<file path="config.mk">
export PLATFORM = sky130hd
export DESIGN_NAME = ir_block_loader
export DESIGN_NICKNAME = d
export VERILOG_FILES = /design/src/rtl/ir_block_loader_pkg.sv /design/src/rtl/ir_block_loader_latency_cnt.sv /design/src/rtl/ir_block_loader.sv
export SDC_FILE = /design/constraint.sdc
export NUM_CORES = 1
export LEC_CHECK = 0
export ABC_AREA = 1
export CAP_MARGIN = 20
export CORE_ASPECT_RATIO = 0.9
export CORE_MARGIN = 1
export CORE_UTILIZATION = 44
export DETAILED_ROUTE_END_ITERATION = 8
export GPL_TIMING_DRIVEN = 0
export PLACE_DENSITY = 0.75
export SYNTH_ARGS = -nofsm -noshare
export SYNTH_HDL_FRONTEND = slang
export SYNTH_SLANG_ARGS = --single-unit
</file>
<file path="constraint.sdc">
create_clock -name clk -period 2.7 [get_ports clk]
set_input_delay 0.54 -clock clk [delete_from_list [all_inputs] [get_ports clk]]
set_output_delay 0.54 -clock clk [all_outputs]
set_load 0.03 [all_outputs]
</file>
<file path="src/rtl/ir_block_loader_pkg.sv">
// ---------------------------------------------------------------------------
// ir_block_loader_pkg
// Shared definitions for the IR block loader and its neighbours.
//   - IR_DATA_WIDTH / IR_ADDR_WIDTH : default word and address widths, also
//     used by the instruction cache and the IR register file.
//   - LAT_CNT_WIDTH                 : width of the cache-latency counter
//     (CACHE_RD_LAT is limited to 1..4, so a wait of at most 3 cycles).
//   - ST_* / ir_load_state_e        : 4-bit loader state encoding.
// ---------------------------------------------------------------------------
package ir_block_loader_pkg;

  localparam int IR_DATA_WIDTH = 8;
  localparam int IR_ADDR_WIDTH = 8;
  localparam int LAT_CNT_WIDTH = 2;

  localparam logic [3:0] ST_IDLE  = 4'd0;
  localparam logic [3:0] ST_INIT  = 4'd1;
  localparam logic [3:0] ST_RD_P0 = 4'd2;
  localparam logic [3:0] ST_RD_P1 = 4'd3;
  localparam logic [3:0] ST_RD_P2 = 4'd4;
  localparam logic [3:0] ST_ISSUE = 4'd5;
  localparam logic [3:0] ST_WAIT  = 4'd6;
  localparam logic [3:0] ST_WRITE = 4'd7;
  localparam logic [3:0] ST_DONE  = 4'd8;

  typedef enum logic [3:0] {
    S_IDLE  = ST_IDLE,
    S_INIT  = ST_INIT,
    S_RD_P0 = ST_RD_P0,
    S_RD_P1 = ST_RD_P1,
    S_RD_P2 = ST_RD_P2,
    S_ISSUE = ST_ISSUE,
    S_WAIT  = ST_WAIT,
    S_WRITE = ST_WRITE,
    S_DONE  = ST_DONE
  } ir_load_state_e;

endpackage

</file>
<file path="src/rtl/ir_block_loader_latency_cnt.sv">
// ---------------------------------------------------------------------------
// ir_load_latency_cnt
// Loadable down-counter that times the cache read latency.
// Ports:
//   clk, rst_n   : clock, synchronous active-low reset (count cleared to 0)
//   load_i       : load load_val_i (has priority over dec_i)
//   load_val_i   : value to load
//   dec_i        : decrement by one; saturates at zero
//   count_o      : current count
//   zero_o       : count is zero
//   last_o       : count is one, i.e. this decrement brings it to zero
// ---------------------------------------------------------------------------
module ir_load_latency_cnt
  import ir_block_loader_pkg::*;
#(
  parameter int WIDTH = LAT_CNT_WIDTH
) (
  input  logic             clk,
  input  logic             rst_n,
  input  logic             load_i,
  input  logic [WIDTH-1:0] load_val_i,
  input  logic             dec_i,
  output logic [WIDTH-1:0] count_o,
  output logic             zero_o,
  output logic             last_o
);

  logic [WIDTH-1:0] count_q;
  logic [WIDTH-1:0] count_d;

  always_comb begin
    count_d = count_q;
    if (load_i) begin
      count_d = load_val_i;
    end else if (dec_i && (count_q != '0)) begin
      count_d = count_q - WIDTH'(1);
    end
  end

  always_ff @(posedge clk) begin
    if (!rst_n) begin
      count_q <= '0;
    end else begin
      count_q <= count_d;
    end
  end

  assign count_o = count_q;
  assign zero_o  = (count_q == '0);
  assign last_o  = (count_q == WIDTH'(1));

endmodule

</file>
<file path="src/rtl/ir_block_loader.sv">
// ---------------------------------------------------------------------------
// ir_block_loader
// Copies a block of instruction words from the instruction cache into the IR
// register file. Source, destination and word count come either from three
// parameter words on i_data (i_en) or from the INIT_* parameters (i_init).
//
// Ports:
//   clk, rst_n      : clock, synchronous active-low reset
//   i_en            : start a parameter fetch (sampled in IDLE only)
//   i_init          : start an init load, wins over i_en (IDLE only)
//   i_abort         : cancel a transfer in progress, back to IDLE next cycle
//   i_data          : parameter word, consumed in each cycle o_read_p=1
//   o_read_p        : parameter-word consume strobe (src, dst, cnt in order)
//   o_cache_ren     : cache read request, o_cache_addr the address
//   i_cache_data    : cache read data, CACHE_RD_LAT cycles after o_cache_ren
//   o_ir_wen        : IR write enable, with o_ir_addr / o_ir_wdata
//   o_busy          : high in every state except IDLE
//   o_done          : one-cycle completion pulse (not raised on abort/reset)
//   o_checksum      : XOR of the words written by the current/last transfer
//                     (present only when IR_LOAD_CHECKSUM_EN is defined)
//
// Strobe protocol: every strobe here is a single-cycle qualifier with no
// back-pressure. o_read_p=1 means i_data is taken at the closing clock edge;
// o_cache_ren=1 means the cache must return data exactly CACHE_RD_LAT cycles
// later; o_ir_wen=1 means the regfile must write at the closing edge.
//
// Optional feature macro: IR_LOAD_CHECKSUM_EN.
// CACHE_RD_LAT must lie in 1..4.
// ---------------------------------------------------------------------------
module ir_block_loader
  import ir_block_loader_pkg::*;
#(
  parameter int DATA_WIDTH   = IR_DATA_WIDTH,
  parameter int ADDR_WIDTH   = IR_ADDR_WIDTH,
  parameter int CACHE_RD_LAT = 1,
  parameter int INIT_SRC     = 0,
  parameter int INIT_DST     = 0,
  parameter int INIT_LINES   = 255
) (
  input  logic                  clk,
  input  logic                  rst_n,
  input  logic                  i_en,
  input  logic                  i_init,
  input  logic                  i_abort,
  input  logic [DATA_WIDTH-1:0] i_data,
  output logic                  o_read_p,
  output logic                  o_cache_ren,
  output logic [ADDR_WIDTH-1:0] o_cache_addr,
  input  logic [DATA_WIDTH-1:0] i_cache_data,
  output logic                  o_ir_wen,
  output logic [ADDR_WIDTH-1:0] o_ir_addr,
  output logic [DATA_WIDTH-1:0] o_ir_wdata,
`ifdef IR_LOAD_CHECKSUM_EN
  output logic [DATA_WIDTH-1:0] o_checksum,
`endif
  output logic                  o_busy,
  output logic                  o_done
);

  localparam logic [ADDR_WIDTH-1:0]    INIT_SRC_A   = ADDR_WIDTH'(INIT_SRC);
  localparam logic [ADDR_WIDTH-1:0]    INIT_DST_A   = ADDR_WIDTH'(INIT_DST);
  localparam logic [ADDR_WIDTH-1:0]    INIT_CNT_A   = ADDR_WIDTH'(INIT_LINES);
  localparam logic [LAT_CNT_WIDTH-1:0] LAT_LOAD_VAL = LAT_CNT_WIDTH'(CACHE_RD_LAT - 1);

  ir_load_state_e        state_q;
  logic [ADDR_WIDTH-1:0] src_q;
  logic [ADDR_WIDTH-1:0] dst_q;
  logic [ADDR_WIDTH-1:0] cnt_q;

  // Parameter word seen as an address/count: truncated or zero-extended.
  logic [ADDR_WIDTH-1:0] data_addr;

  generate
    if (DATA_WIDTH >= ADDR_WIDTH) begin : g_data_trunc
      assign data_addr = i_data[ADDR_WIDTH-1:0];
    end else begin : g_data_zext
      assign data_addr = {{(ADDR_WIDTH-DATA_WIDTH){1'b0}}, i_data};
    end
  endgenerate

  // Latency counter: loaded in ISSUE, counted down in WAIT.
  logic [LAT_CNT_WIDTH-1:0] lat_count;
  logic                     lat_zero;
  logic                     lat_last;

  ir_load_latency_cnt #(
    .WIDTH (LAT_CNT_WIDTH)
  ) u_lat_cnt (
    .clk        (clk),
    .rst_n      (rst_n),
    .load_i     (state_q == S_ISSUE),
    .load_val_i (LAT_LOAD_VAL),
    .dec_i      (state_q == S_WAIT),
    .count_o    (lat_count),
    .zero_o     (lat_zero),
    .last_o     (lat_last)
  );

  always_ff @(posedge clk) begin
    if (!rst_n) begin
      state_q <= S_IDLE;
      src_q   <= '0;
      dst_q   <= '0;
      cnt_q   <= '0;
    end else if (i_abort && (state_q != S_IDLE)) begin
      // Any outstanding cache read is simply never consumed.
      state_q <= S_IDLE;
    end else begin
      case (state_q)
        S_IDLE: begin
          if (i_init) begin
            state_q <= S_INIT;
          end else if (i_en) begin
            state_q <= S_RD_P0;
          end
        end
        S_INIT: begin
          src_q   <= INIT_SRC_A;
          dst_q   <= INIT_DST_A;
          cnt_q   <= INIT_CNT_A;
          state_q <= (INIT_CNT_A == '0) ? S_DONE : S_ISSUE;
        end
        S_RD_P0: begin
          src_q   <= data_addr;
          state_q <= S_RD_P1;
        end
        S_RD_P1: begin
          dst_q   <= data_addr;
          state_q <= S_RD_P2;
        end
        S_RD_P2: begin
          cnt_q   <= data_addr;
          state_q <= (data_addr != '0) ? S_ISSUE : S_DONE;
        end
        S_ISSUE: begin
          state_q <= (CACHE_RD_LAT == 1) ? S_WRITE : S_WAIT;
        end
        S_WAIT: begin
          // The counter holds LAT-1 on the first WAIT cycle; leave on the
          // cycle that takes it to zero so each word costs 1+LAT cycles.
          if (lat_last || lat_zero) begin
            state_q <= S_WRITE;
          end
        end
        S_WRITE: begin
          src_q   <= src_q + ADDR_WIDTH'(1);
          dst_q   <= dst_q + ADDR_WIDTH'(1);
          cnt_q   <= cnt_q - ADDR_WIDTH'(1);
          state_q <= (cnt_q == ADDR_WIDTH'(1)) ? S_DONE : S_ISSUE;
        end
        S_DONE: begin
          state_q <= S_IDLE;
        end
        default: begin
          state_q <= S_IDLE;
        end
      endcase
    end
  end

  // Moore decode of the registered state; all zero in IDLE (and so in reset).
  assign o_busy       = (state_q != S_IDLE);
  assign o_done       = (state_q == S_DONE);
  assign o_read_p     = (state_q == S_RD_P0) || (state_q == S_RD_P1) ||
                        (state_q == S_RD_P2);
  assign o_cache_ren  = (state_q == S_ISSUE);
  assign o_cache_addr = (state_q == S_ISSUE) ? src_q : '0;
  assign o_ir_wen     = (state_q == S_WRITE);
  assign o_ir_addr    = (state_q == S_WRITE) ? dst_q : '0;
  // The cache read port is registered on the cache side, so forwarding its
  // data during WRITE does not lengthen any path inside this block.
  assign o_ir_wdata   = (state_q == S_WRITE) ? i_cache_data : '0;

`ifdef IR_LOAD_CHECKSUM_EN
  logic [DATA_WIDTH-1:0] checksum_q;

  always_ff @(posedge clk) begin
    if (!rst_n) begin
      checksum_q <= '0;
    end else if ((state_q == S_IDLE) && (i_init || i_en)) begin
      checksum_q <= '0;
    end else if ((state_q == S_WRITE) && !i_abort) begin
      checksum_q <= checksum_q ^ i_cache_data;
    end
  end

  assign o_checksum = checksum_q;
`endif

endmodule

</file>
* Word-level counts from Yosys, hierarchy flattened
Cells that the tools add are included.
Storage, ports and cells: logic and storage cells 54, register bits 30, bits of input ports 21
Cells by class: reductions and logical operators 19, bitwise gates (word level) 2, $add $sub $neg 4, equal/unequal tests 12, muxes and demuxes 12
Operators with widths (count):
- 8-bit case mux with 3 select lines | 3
- 4-bit case mux with 8 select lines | 1
- 8-bit two-way mux | 3
- 4-bit two-way mux | 5
- 8-bit by 1-bit adder with 8-bit output, second input constant | 2
- 4-bit by 3-bit equality test with 1-bit output, second input constant | 4
- 3-bit nonzero test | 3
- 4-bit by 2-bit equality test with 1-bit output, second input constant | 2
- 8-bit by 1-bit equality test with 1-bit output, second input constant | 1
- 2-bit AND reduction | 4
- 8-bit nonzero test | 1
- 8-bit by 1-bit subtractor with 8-bit output, second input constant | 1
- 4-bit by 1-bit equality test with 1-bit output, second input constant | 1
- 4-bit equality test, second input constant | 1
- 4-bit logical NOT | 1
- 4-bit nonzero test | 1
- 2-bit OR reduction | 2
- 1-bit logical OR | 3
- 3-bit != test, second input constant | 1
- 2-bit by 1-bit equality test with 1-bit output, second input constant | 1
- 1-bit logical AND | 2
- 2-bit logical NOT | 1
- 2-bit != test, second input constant | 1
- 1-bit inverter | 2
- other kinds (2) | 2

* Depth between registers and ports, before layout
Gate-level depths: netlist of run 1.
depth after elaboration 4, depth in mapped cells 10, gate-level depth less buffers 9

* Hierarchy
From an unflattened synthesis of run 1, not the netlist that was laid out.
Second synthesis, totals: cell total of the unflattened synthesis 389, area, all modules 2195.9 um^2
Modules (own cells, without submodules):
- ir_block_loader | cells an instance 364, area an instance 2047.0 um^2, sequential area each 560.5 um^2, times used 1
- ir_load_latency_cnt | cells an instance 25, area an instance 148.9 um^2, sequential area each 40.0 um^2, times used 1

* Least setup slack after synthesis of run 1
OpenSTA, ideal clock, no wires.
path kind reg-to-output, from register state_q[2], to output o_ir_addr[3], data arrival time 1.475 ns, buffers on the path 3, setup slack 0.685 ns, data required time 2.160 ns, cell stages (with the launch flop) 8, cell sequence dfxtp_1 -> inv_2 -> nor2_4 -> nand2_2 -> buf_6 -> buf_6 -> buf_2 -> nor2_1
On the way: cells in the longest elaborated chain, start to end 2
RTL lines:
- start, declared | line ir_block_loader.sv:65 | ir_load_state_e state_q;
- start signal, assigned | line ir_block_loader.sv:121 | state_q <= (INIT_CNT_A == '0) ? S_DONE : S_ISSUE;
- start signal, assigned | line ir_block_loader.sv:133 | state_q <= (data_addr != '0) ? S_ISSUE : S_DONE;
- start signal, assigned | line ir_block_loader.sv:136 | state_q <= (CACHE_RD_LAT == 1) ? S_WRITE : S_WAIT;
- 4-bit by 3-bit equality test with 1-bit output | line ir_block_loader.sv:169 | assign o_ir_addr = (state_q == S_WRITE) ? dst_q : '0;
- 8-bit two-way mux | line ir_block_loader.sv:169
- end, declared | line ir_block_loader.sv:51 | output logic [ADDR_WIDTH-1:0] o_ir_addr,
No other way between the ends.

* Worst setup path after layout of run 1
from register state_q[2], to output o_ir_addr[0]
The elaborated chain is that of the path after synthesis.

==> flow_summary.ini, run 1 <==
[run_status]
outcome = finished clean

[power_and_ir_drop]
powerDensity_nw_per_um2 = 917
power_leakage_nw = 1.48
vdd_drop_max_mv = 0.595

[synthesis]
yosysUniqueCellTypes = 32
syn-num-nets = 404
synth_area_um2 = 2220
yosys.area.top_type = dfxtp_1
yosys.area.top_type_share = 0.270
synthTopCellsByArea = dfxtp_1 27%, nor2_1 15%, nand2_1 13%, inv_1 9.5%, o21ai_0 5.0%
synth-async-reset-ratio = 0
synth_cells = 377
synth_edf_count = 0
ys_warn_count = 0
synth_seq_area_share = 0.270
synth_ff_type = dfxtp_1
synth_seq_cells = 30
syn_area_per_cell_um2 = 5.90

[grt]
grt_overflow = 0
grt_max_degree = 11
grt_pass1_wl_um = 10200
grt_pass1_vias = 2202
grt_antenna_before_repair = 0
track_usage = 0.239

[sta]
setup_viol = 0
tightestPinTransition_ns = 0.454
finalSetupTns_ns = 0
relSlewSlack = 0.697
fin_crit_sh = 0.961
grt_setup_unrepaired = no
max_freq_ghz = 0.386
fin_ws_ns = 0.106
finalHoldViolCount = 0
maxSlewViolCount = 0
hold_ws_ns = 0.469
fin_skew_ns = 0.0124
layout_min_cycle_time_ns = 2.59

[floorplan]
core_area_um2 = 4860
start_util = 0.457
ios = 50
die_x_um = 76.9
dieArea_um2 = 5340
die_y_um = 69.4
num_rows = 24

[setup_path]
crit_fanout = 10
path_class = reg2out
worstPathArrival_ns = 2.05
required_ns = 2.16
startpoint_type = flop
end_kind = output pin

[final_layout]
regArea_um2 = 601
multi_input_area_um2 = 1340
diodes = 0
post-route-util = 0.604
drive_above_1_share = 0.0829
syn_to_final_growth_pct = 32.2
fillers = 486
fin_nets = 460

[run]
max_cap_violations = 0

[detailed_routing]
drt-initial-drc-count = 271
detail-route-antenna-nets = 0
dr_total_vias = 2495
wl_per_cell_um = 12.0
dr.pass1.iters = 5
route.detailed.drc = 0
avgViaCountPerCell = 5.00
drt-total-wl_um = 6000

[cts]
htreeDepth = 2
cts_tree = done
postCtsSetupRepairBufs = 0
cts.sinks = 30
cts_buffer_depth = 2
clk_pin_slew_ns = 0.06
clk_latency_ns = 0.29
cts_buffers = 5
cts-root-buf = clkbuf_8

[hold_path]
hold_class = reg2reg

[placement]
dp_slack_ns = 0.206
globalplace.congestion = 0.852
port_buffers = 49
hpwl_um = 4430
-- metal layers --
| layer | routed length (um) | track usage |
|---|---|---|
| met2 | 2670 | 0.391 |
| met4 | 66 | 0.0684 |
| met3 | 401 | 0.0539 |
| met1 | 2860 | 0.314 |
| met5 | 0 | 0 |
-- cells in the final DEF, fill, tap and decap left out, drive strengths merged --
master	n
inv	60
clkbuf	7
dlygate4sd2	15
nand2	89
a21oi	21
o21ai	27
xnor2	1
o211ai	4
nand3b	1
clkdlybuf4s50	28
dfxtp	30
nor2	91
o21bai	1
bufinv	2
a31oi	1
ha	6
nand4	3
o31ai	2
dlymetal6s2s	6
o22ai	2
nor3	9
xor2	1
buf	7
nand3	19
o21a	1
-- metrics by stage --
stage	instance area (um2)	total power [mW]	instances
global placement	2800	2.07	491
global route	2940	2.93	499
CTS	2920	2.68	499
detailed placement	2800	2.10	491
floorplan	2220	1.77	377
finish	2940	2.70	499
-- what timing repair did --
action                     in CTS  in global routing
hold buffers                    0                  0
setup endpoints to repair      15                  7
gates cloned                    0                  0
resized for setup              15                  7
-- logic make-up (layout without fill, tap and decap cells) --
family / Yosys count / in the layout / share of synthesized area
adders and majority gates: 6 / 6 / 0.0338
AOI/OAI and AO/OA: 59 / 59 / 0.144
and+or+nand+nor: 212 / 212 / 0.416
buffers and inverters: 68 / 125 / 0.129
xor gates and xnor gates: 2 / 2 / 0.00788
DFF: 30 / 30 / 0.270
-- power by group --
part,internal [mW],switching [mW]
logic,0.486,0.853
clock network,0.394,0.184
registers,0.608,0.170
-- registers in the layout (all words and copies together) (netlist names) --
signal / count
cnt_q: 8
src_q: 8
u_lat_cnt.count_o: 2
state_q: 4
dst_q: 8
-- cell usage after synthesis (2+ instances only) --
library cell   n
o21ai_1        5
buf_4          2
o22ai_1        2
o211ai_1       4
ha_1           6
nand4_1        3
nor2_1        88
o31ai_1        2
nor3_1         9
nor2_4         2
inv_1         56
o21ai_0       22
nand2_4        3
inv_2          4
dfxtp_1       30
nand2_2       10
a21oi_1       21
nand2_1       76
nand3_1       17
buf_6          3
-- worst max-delay path, cell delays in order, from the launching register on --
cell and delay [ns]:
dfxtp_1 0.43, inv_2 0.08, nor2_4 0.13, nand2_2 0.08, buf_6 0.15, buf_6 0.15, nor2_1 0.09, clkdlybuf4s50_1 0.67
-- area by class of cell --
type                       instances  area share
buffer                             8      0.0209
clock buffer                       6      0.0281
clock inverter                     2      0.0204
inverter                          60      0.0766
multi-input combinational        279       0.456
sequential                        30       0.204
tap                               65      0.0277
timing repair buffer              49       0.166
-- worst paths after layout --
check	from	to	slack (ns)	cells past startpoint
hold / removal	u_lat_cnt.count_o[1]	u_lat_cnt.count_o[1]	0.47	1
setup reg to reg	state_q[2]	cnt_q[5]	1.12	9
setup / recovery	state_q[2]	o_ir_addr[0]	0.11	7
hold reg to reg	u_lat_cnt.count_o[1]	u_lat_cnt.count_o[1]	0.47	1
Power figures use the tool's default switching activity.
==> run 2, diff against run 1 <==
--- a/config.mk
+++ b/config.mk
@@ -12,7 +12,8 @@
 export CORE_UTILIZATION = 44
 export DETAILED_ROUTE_END_ITERATION = 8
 export GPL_TIMING_DRIVEN = 0
-export PLACE_DENSITY = 0.75
+export PLACE_DENSITY = 0.74
 export SYNTH_ARGS = -nofsm -noshare
 export SYNTH_HDL_FRONTEND = slang
 export SYNTH_SLANG_ARGS = --single-unit
+export TNS_END_PERCENT = 50
==> flow_summary.ini, run 2 (synthesized netlist as in run 1, its figures left out) <==
[setup_path]
startpoint_type = flop
required_ns = 2.16
end_kind = output pin
path_class = reg2out
worstPathArrival_ns = 2.06
timing.rr.end = cnt_q[1]
r2r_start = state_q[2]
rrSetupSlack_ns = 1.14
r2r_cells = 9
crit_fanout = 10

[floorplan]
core_area_um2 = 4860
die_x_um = 76.9
ios = 50
dieArea_um2 = 5340
num_rows = 24
start_util = 0.457
die_y_um = 69.4

[final_layout]
diodes = 0
multi_input_area_um2 = 1340
reg_top3 = cnt_q (8), dst_q (8), src_q (8)
fin_nets = 460
design_area_um2 = 2900
drive_above_1_share = 0.0808
fillers = 501
syn_to_final_growth_pct = 30.3
layout_commonest_cell = nor2_1
mostFrequentLayoutCells = 88 x nor2_1, 76 x nand2_1, 56 x inv_1
regArea_um2 = 601

[detailed_routing]
detail-route-antenna-nets = 0
dr.pass1.iters = 4
avgViaCountPerCell = 5.04
drt-initial-drc-count = 173
route.detailed.drc = 0
wl_per_cell_um = 12.1
dr_total_vias = 2509
drt-total-wl_um = 6030

[cts]
clk_pin_slew_ns = 0.06
cts_buffer_depth = 2
cts-root-buf = clkbuf_8
clk_latency_ns = 0.29
cts.sinks = 30
hold_buffers = 0
cts_buffers = 5
htreeDepth = 2
cts_tree = done

[sta]
finalHoldViolCount = 0
layout_min_cycle_time_ns = 2.60
fin_skew_ns = 0.00702
relSlewSlack = 0.704
max_freq_ghz = 0.385
finalSetupTns_ns = 0
hold_ws_ns = 0.469
maxSlewViolCount = 0
grt_setup_unrepaired = yes
setup_viol = 0
tightestPinTransition_ns = 0.444
fin_crit_sh = 0.963

[run_status]
outcome = finished clean

[grt]
grt_antenna_before_repair = 0
grt_max_degree = 11
track_usage = 0.234
grt_pass1_vias = 2247
grt_overflow = 0
grt_pass1_wl_um = 10000

[hold_path]
hp-start = u_lat_cnt.count_o[1]
min_path_cells = 1
hold_class = reg2reg
worstHoldEndpoint = u_lat_cnt.count_o[1]

[power_and_ir_drop]
powerDensity_nw_per_um2 = 851
power_leakage_nw = 1.54
vdd_drop_max_mv = 0.381

[placement]
placed_area_um2 = 2800
port_buffers = 49
globalplace.congestion = 0.890
hpwl_um = 4480

[run]
max_cap_violations = 0
-- run 2: final cells by class --
cell class                 count  share of cell area
clock inverter                 2             0.00346
timing repair buffer          49               0.175
multi-input combinational    279               0.463
tap                           65              0.0281
buffer                         8              0.0212
inverter                      60              0.0778
clock buffer                   5              0.0238
sequential                    30               0.207
-- run 2: worst max path at each step --
stage                           from         endpoint  slack, ns  cells past startpoint
after floorplan           state_q[2]     o_ir_addr[3]       0.69                      7
after global routing      state_q[0]     o_ir_addr[7]     -0.004                      7
final                     state_q[0]     o_ir_addr[7]        0.1                      7
after global placement    state_q[2]     o_ir_addr[3]       0.24                      8
after CTS                 state_q[2]  o_cache_addr[3]      0.001                      6
after detailed placement  state_q[2]    o_ir_wdata[3]       0.22                      8
-- run 2: through the flow --
| stage | worst slack, ns | instances | power [mW] | util |
|---|---|---|---|---|
| CTS | 0.00117 | 498 | 2.46 | 0.588 |
| global placement | 0.239 | 491 | 2.07 | 0.575 |
| global route | -0.00362 | 498 | 2.70 | 0.595 |
| finish | 0.100 | 498 | 2.46 | 0.595 |
| floorplan | 0.685 | 377 | 1.77 | - |
| detailed placement | 0.217 | 491 | 2.10 | 0.575 |
-- run 2: power by group --
| part | leakage, nW | switching (mW) | total [mW] | internal, mW |
|---|---|---|---|---|
| Combinational | 1.25 | 0.843 | 1.33 | 0.488 |
| Sequential | 0.245 | 0.174 | 0.782 | 0.608 |
| Clock | 0.0438 | 0.179 | 0.351 | 0.173 |
-- run 2: what timing repair did --
item | in CTS | in global routing
resized for setup | 10 | 13
setup endpoints to repair | 10 | 13
endpoints found under the hold margin | 0 | 0
setup buffers | 0 | 0
gates cloned | 0 | 0
-- run 2: metal layers --
| metal | wire [um] | part of all wire | GRT usage |
|---|---|---|---|
| met5 | 0 | 0 | 0 |
| met4 | 57 | 0.0095 | 0.0556 |
| met3 | 462 | 0.077 | 0.0566 |
| met2 | 2690 | 0.45 | 0.391 |
| met1 | 2810 | 0.47 | 0.302 |
-- run 2: worst max-delay path: stages (launching register included) --
cell and delay [ns]:
dfxtp_1 0.45, nand2_2 0.13, inv_2 0.08, nand2_2 0.06
buf_6 0.15, buf_6 0.15, nor2_1 0.09, clkdlybuf4s50_1 0.67
==> run 3, diff against run 2 <==
--- a/config.mk
+++ b/config.mk
@@ -13,6 +13,7 @@
 export DETAILED_ROUTE_END_ITERATION = 8
 export GPL_TIMING_DRIVEN = 0
 export PLACE_DENSITY = 0.74
+export SKIP_LAST_GASP = 1
 export SYNTH_ARGS = -nofsm -noshare
 export SYNTH_HDL_FRONTEND = slang
 export SYNTH_SLANG_ARGS = --single-unit
==> flow_summary.ini, run 3 (synthesized netlist as in run 1, its figures left out) <==
[setup_path]
r2r_start = state_q[2]
critPathTopFamily = buffers and inverters
crit_fanout = 10
cp_num_buf_inv = 2
crit_path_start = state_q[0]
endpoint = o_ir_wen
rrSetupSlack_ns = 1.14
cp_cell_sequence = nand2_2, nor2_2, buf_4, clkdlybuf4s50_1
path_class = reg2out
timing.rr.end = cnt_q[1]
required_ns = 2.16
r2r_cells = 9
crit_slowest_cell = clkdlybuf4s50_1
end_kind = output pin
cp_slowest_stage_delay_ns = 0.69
worstPathArrival_ns = 2.15
startpoint_type = flop
cp.depth = 4

[hold_path]
hold_class = reg2reg

[run_status]
outcome = finished clean

[cts]
hold_buffers = 0
clk_latency_ns = 0.29
htreeDepth = 2
cts-root-buf = clkbuf_8
postCtsSetupRepairBufs = 0
cts.sinks = 30
clk_pin_slew_ns = 0.06
cts_tree = done
cts_buffers = 5
cts_buffer_depth = 2

[grt]
grt_overflow = 0
grt_max_degree = 11
grt_pass1_vias = 2247
grt_antenna_before_repair = 0
track_usage = 0.234
grt_pass1_wl_um = 10000

[power_and_ir_drop]
p_sw_mw = 1.20
swShare = 0.485
p_int_mw = 1.27
power_leakage_nw = 1.46
pwr-share-clk = 0.143
vdd_drop_max_mv = 0.380
powerDensity_nw_per_um2 = 853
power_frac_seq = 0.318
combPwrFrac = 0.539

[floorplan]
ios = 50
die_y_um = 69.4
start_util = 0.457
num_rows = 24
core_area_um2 = 4860
dieArea_um2 = 5340
die_x_um = 76.9

[final_layout]
mostFrequentLayoutCells = 88 x nor2_1, 76 x nand2_1, 56 x inv_1
design_area_um2 = 2890
syn_to_final_growth_pct = 30.0
reg_top3 = cnt_q (8), dst_q (8), src_q (8)
fin_nets = 460
fillers = 498
drive_above_1_share = 0.0808
diodes = 0
layout_commonest_cell = nor2_1
post-route-util = 0.594

[sta]
grt_setup_unrepaired = yes
layout_min_cycle_time_ns = 2.69
relSlewSlack = 0.700
fin_crit_sh = 0.995
finalHoldViolCount = 0
setup_viol = 0
fin_skew_ns = 0.00707
finalSetupTns_ns = 0
max_freq_ghz = 0.372
maxSlewViolCount = 0
tightestPinTransition_ns = 0.450

[placement]
port_buffers = 49
globalplace.congestion = 0.890
placed_area_um2 = 2800
hpwl_um = 4480

[detailed_routing]
dr_total_vias = 2548
drt-initial-drc-count = 167
drt-total-wl_um = 6070
detail-route-antenna-nets = 0
route.detailed.drc = 0
avgViaCountPerCell = 5.12
wl_per_cell_um = 12.2
dr.pass1.iters = 5

[run]
max_cap_violations = 0
[run 3: power groups by stage]
stage / Sequential, mW / Combinational (mW) / Clock [mW]
2_1_floorplan: 0.744 / 1.03 / 0
3_3_place_gp: 0.781 / 1.29 / 0
3_5_place_dp: 0.786 / 1.32 / 0
4_1_cts: 0.779 / 1.32 / 0.358
5_1_grt: 0.810 / 1.50 / 0.382
6_report: 0.783 / 1.33 / 0.352
[run 3: layout make-up]
| class | count | area, um2 | area share |
|---|---|---|---|
| Buffer | 8 | 61.3 | 0.0212 |
| Multi-Input combinational cell | 279 | 1340 | 0.462 |
| Clock inverter | 2 | 10.0 | 0.00346 |
| Clock buffer | 5 | 68.8 | 0.0238 |
| Sequential cell | 30 | 601 | 0.208 |
| Inverter | 60 | 225 | 0.0779 |
| Timing Repair Buffer | 49 | 507 | 0.175 |
| Tap cell | 65 | 81.3 | 0.0281 |
[run 3: worst min-delay path by stage]
stage                     depth (start not counted)                   end                  from
after global routing                              1  u_lat_cnt.count_o[1]  u_lat_cnt.count_o[1]
final                                             1  u_lat_cnt.count_o[1]  u_lat_cnt.count_o[1]
after global placement                            1  u_lat_cnt.count_o[1]  u_lat_cnt.count_o[1]
after floorplan                                   1  u_lat_cnt.count_o[1]  u_lat_cnt.count_o[1]
after detailed placement                          1  u_lat_cnt.count_o[1]  u_lat_cnt.count_o[1]
after CTS                                         1  u_lat_cnt.count_o[1]  u_lat_cnt.count_o[1]
[run 3: per-stage QoR]
stage | hold WS [ns] | setup slack, ns | power (mW) | instances
2_1_floorplan | 0.441 | 0.685 | 1.77 | 377
3_3_place_gp | 0.449 | 0.239 | 2.07 | 491
3_5_place_dp | 0.458 | 0.217 | 2.10 | 491
4_1_cts | 0.474 | -0.0809 | 2.46 | 498
5_1_grt | 0.484 | -0.119 | 2.69 | 498
6_report | 0.469 | 0.0124 | 2.46 | 498
[run 3: layer usage]
metal	routed length, um	up-vias	GRT usage
met5	0	-	0
met4	85	0	0.0556
met3	495	14	0.0566
met2	2690	107	0.391
met1	2800	1132	0.302
li1	-	1295	-
[run 3: repair_timing]
| item | 4_1_cts | 5_1_grt |
|---|---|---|
| pin swaps | 0 | 0 |
| gates resized for setup | 5 | 9 |
| hold endpoints to repair | 0 | 0 |
| endpoints found under the setup margin | 10 | 18 |
